--- config.mk ---
export PLATFORM = sky130hd
export DESIGN_NAME = register_reader
export DESIGN_NICKNAME = d
export VERILOG_FILES = /design/src/rtl/register_reader.sv
export SDC_FILE = /design/constraint.sdc
export NUM_CORES = 1
export LEC_CHECK = 0
export ABC_AREA = 0
export ABC_CLOCK_PERIOD_IN_PS = 1600
export CORE_MARGIN = 5
export CORE_UTILIZATION = 35
export DETAILED_ROUTE_END_ITERATION = 10
export PLACE_DENSITY = 0.86
export SYNTH_ARGS = -nofsm -noshare
export SYNTH_HDL_FRONTEND = slang
export SYNTH_SLANG_ARGS = --single-unit
--- constraint.sdc ---
create_clock -name clk -period 1.6 [get_ports clk]
set_input_delay 0.32 -clock clk [delete_from_list [all_inputs] [get_ports clk]]
set_output_delay 0.32 -clock clk [all_outputs]
set_load 0.01 [all_outputs]
--- src/rtl/register_reader.sv ---
// Nibble-serial readback of the DMA generator's internal registers.
// Snapshots one source on request and streams it LSB nibble first.
module register_reader #(
  parameter int DATA_W = 8
) (
  input  logic                clk,
  input  logic                rst_n,
  input  logic                rd_req,
  input  logic [1:0]          rd_sel,
  input  logic [4*DATA_W-1:0] src_data,
  output logic                rd_busy,
  output logic [3:0]          do_nib,
  output logic                do_valid,
  output logic                do_last,
  output logic                oe,
  input  logic                do_ack
);

  localparam int NIB = DATA_W / 4;
  localparam int IW  = (NIB > 1) ? $clog2(NIB) : 1;
  localparam logic [IW-1:0] LAST = IW'(NIB - 1);

  typedef enum logic {
    IDLE = 1'b0,
    SEND = 1'b1
  } state_t;

  state_t state;
  state_t state_nxt;

  logic [3:0][DATA_W-1:0] src;
  logic [NIB-1:0][3:0]    snap;
  logic [IW-1:0]          idx;
  logic                   take;
  logic                   done;
  logic                   at_last;

  assign src     = src_data;
  assign at_last = (idx == LAST);
  assign take    = (state == IDLE) && rd_req;
  assign done    = (state == SEND) && do_ack && at_last;

  always_ff @(posedge clk or negedge rst_n) begin
    if (!rst_n) begin
      state <= IDLE;
    end else begin
      state <= state_nxt;
    end
  end

  always_comb begin
    state_nxt = state;
    unique case (state)
      IDLE: if (rd_req) state_nxt = SEND;
      SEND: if (done)   state_nxt = IDLE;
      default:          state_nxt = IDLE;
    endcase
  end

  // Snapshot is frozen for the whole transfer; idx only moves on ack.
  always_ff @(posedge clk or negedge rst_n) begin
    if (!rst_n) begin
      snap <= '0;
      idx  <= '0;
    end else if (take) begin
      snap <= src[rd_sel];
      idx  <= '0;
    end else if (state == SEND && do_ack) begin
      if (at_last) begin
        idx <= '0;
      end else begin
        idx <= idx + IW'(1);
      end
    end
  end

  always_comb begin
    rd_busy  = 1'b0;
    do_valid = 1'b0;
    oe       = 1'b0;
    do_last  = 1'b0;
    do_nib   = 4'h0;
    unique case (state)
      SEND: begin
        rd_busy  = 1'b1;
        do_valid = 1'b1;
        oe       = 1'b1;
        do_last  = at_last;
        do_nib   = snap[idx];
      end
      default: ;
    endcase
  end

endmodule

==> flow_metrics.tcl <==
set metrics [dict create \
    crit_chain "clkdlybuf4s50_1, buf_4, mux4_2, mux2_4" \
    grt_pass1_vias 735 \
    p_sw_share_pct 29.90 \
    via_per_inst 4.815 \
    power_switching_w 0.0004741 \
    ir_drop_v 0.0005837 \
    grt_use_total_pct 13.55 \
    drt_iter0_drc 5 \
    fmax_ghz 0.6354 \
    hold_buffers 0 \
    n_antenna_cell 0 \
    power.total_w 0.001586 \
    r2r_setup_slack_ns 0.16 \
    die_h_um 54.70 \
    status "finished clean" \
    cts.sinks 10 \
    crit_start "rd_sel[0]" \
    worstMarginPinSlew_ns 0.4483 \
    yosys.area_share.simple_pct 6.977 \
    p_int_w 0.001112 \
    slowest_stage "mux4_2" \
    synth_fp_nets 85 \
    maxSlewHeadroom_pct 70.02 \
    coreArea_mm2 0.001942 \
    cap_viol_max_count 0 \
    hold_class "input pin to async pin" \
    antenna_found_initial 0 \
    clock_latency_ns 0.26 \
    hold_viol_final 0 \
    seqPwrFrac_pct 29.8 \
    max_stage_delay_ns 0.50 \
    reg2regPathDepth 5 \
    required_ns 1.74 \
    dieArea_mm2 0.002992 \
    finalInstanceArea_mm2 0.001256 \
    worst-path-stages 4 \
    crit_path_end "snap[5]" \
    clockBufferDepth 2 \
    avgSynthCellArea_um2 14.88 \
    syn-instance-count 47 \
    clkPwrFrac_pct 13.9 \
    fillers 159 \
    pin_count 46 \
    htree_num_levels 1 \
    power_frac_comb_pct 56.2 \
    clk_pin_slew_ns 0.06 \
    worst_slack_ns 0.02610 \
    synth_top_family_by_area "multiplexers" \
    nNetsFinal 142 \
    worst-path-buf-inv 2 \
    num_vias 626 \
    wl_mm 1.659 \
    synth_xor_xnor_area_share_pct 1.252 \
    start_kind "input pin" \
    wire_per_inst_um 12.76 \
    yosysSeqAreaShare_pct 35.78 \
    wl_met3_um 283 \
    maxUsedRoutingLayer "met4" \
    grt_max_degree 11 \
    slew_violations 0 \
    leakagePower_nw 0.5362 \
    placed_cell_area_mm2 0.001197 \
    min_period_over_period_pct 98.37 \
    gr-total-overflow 0 \
    synthMuxAreaShare_pct 48.66 \
    synth.ff_latch_count 10 \
    p_per_area_mw_per_mm2 1262 \
    placement_rows 16 \
    numPortBuffers 45 \
    place_inst 120 \
    synth-compound-area-share_pct 1.789 \
    synthAdderAreaFrac_pct 0 \
    rsz0062_at_grt "true" \
    first_pass_iters 2 \
    critPathMaxFanout 4 \
    instances_no_fill 130 \
    drc_errors 0 \
    ant_nets 0 \
    setup_viol 0 \
    grt_pass1_wl_mm 2.849 \
    end_kind "flop" \
    critical_path_class "input pin to flop" \
    worstPathArrival_ns 1.72 \
    syn_to_final_growth_pct 79.61 \
    gp_congestion 0.6534 \
    drive_gt1_share_pct 37.86 \
    syn_area_um2 699.4 \
    initial_core_util_pct 36.02 \
    ys_warn_count 0 \
    cts_buffers 3 \
    pre_cts_slack_ns -0.2563 \
    root_buffer "clkbuf_4" \
    wl_met1_um 618 \
    synth.distinct_cells 15 \
    cts_tree "yes" \
    r2r-end "snap[4]" \
    die_w_um 54.70 \
    crit-reg2reg-launch "state" \
    fin_skew_ns 0.0009975 \
    finalCriticalPeriod_ns 1.574 \
    critPathTopFamily "multiplexers" \
    dr_wl_met2_um 731 \
]
[per-layer routing]
layer / up-vias / track usage, %
li1: 287 / -
met1: 293 / 12.84
met2: 44 / 23.23
met3: 2 / 7.084
met4: 0 / 7.469
met5: - / 0
[kinds of logic after synthesis]
group / Yosys count
buffers and inverters: 6
xor gates and xnor gates: 1
muxes: 20
and+or+nand+nor: 8
DFF: 10
AOI/OAI and AO/OA: 2
[cells in the final DEF (no fill, tap or decap), drive strengths merged]
| cell | n |
|---|---|
| a21o | 1 |
| nor2 | 1 |
| clkdlybuf4s50 | 37 |
| clkbuf | 4 |
| dfrtp | 10 |
| nor2b | 5 |
| buf | 17 |
| mux2 | 8 |
| nor3b | 1 |
| mux2i | 4 |
| mux4 | 8 |
| dlygate4sd2 | 4 |
| and2 | 1 |
| xor2 | 1 |
| a21oi | 1 |
[worst min path at each step]
stage	startpoint	endpoint
finish	rst_n	snap[3]
floorplan	rst_n	at_last
CTS	rst_n	snap[7]
global route	rst_n	snap[5]
global placement	snap[5]	snap[5]
detailed placement	snap[6]	snap[6]
[power by group through the flow]
stage          Combinational, W  Sequential, W  Clock (W)
6_report               0.000891       0.000473   0.000221
5_1_grt                0.000969       0.000489   0.000243
4_1_cts                0.000907       0.000473   0.000229
3_5_place_dp           0.000880       0.000508          0
3_3_place_gp           0.000866       0.000498          0
2_1_floorplan          0.000531       0.000455          0
[metrics by stage]
step | hold WS [ns] | TNS [ns] | utilization (%)
6_report | 0.3732 | 0 | 64.69
5_1_grt | 0.3991 | -0.04673 | 64.69
4_1_cts | 0.3802 | 0 | 64.69
3_5_place_dp | 0.5045 | -2.067 | 61.66
3_3_place_gp | 0.4982 | -1.808 | 61.66
2_1_floorplan | 0.02441 | 0 | -
[Yosys cell counts (all sizes together)]
cell	count	share of area, %
xor2	1	1.3
a21o	1	1.1
dfrtp	10	36
mux2i	4	5.7
and2	1	0.90
mux4	8	26
nor3b	1	1.1
nor2b	5	4.5
nor2	1	0.54
buf	4	4.5
clkbuf	2	1.1
mux2	8	17
a21oi	1	0.71
[registers in the layout, summed over array words and instances, names as in the netlist]
| register | cells |
|---|---|
| snap | 8 |
| at_last | 1 |
| state | 1 |
[repair_timing]
item                       in CTS  in global routing
setup endpoints to repair       8                  7
gates resized for setup        22                  0
setup buffers                   6                  0
[area by class of cell]
type,instances,area (µm²),share of cell area (%)
Clock buffer,4,36.28,2.888
Multi-Input combinational cell,31,410.4,32.67
Sequential cell,10,252.7,20.12
Tap cell,27,33.78,2.689
Timing Repair Buffer,58,523.0,41.63
No activity file was read; power rests on OpenSTA's default activity.
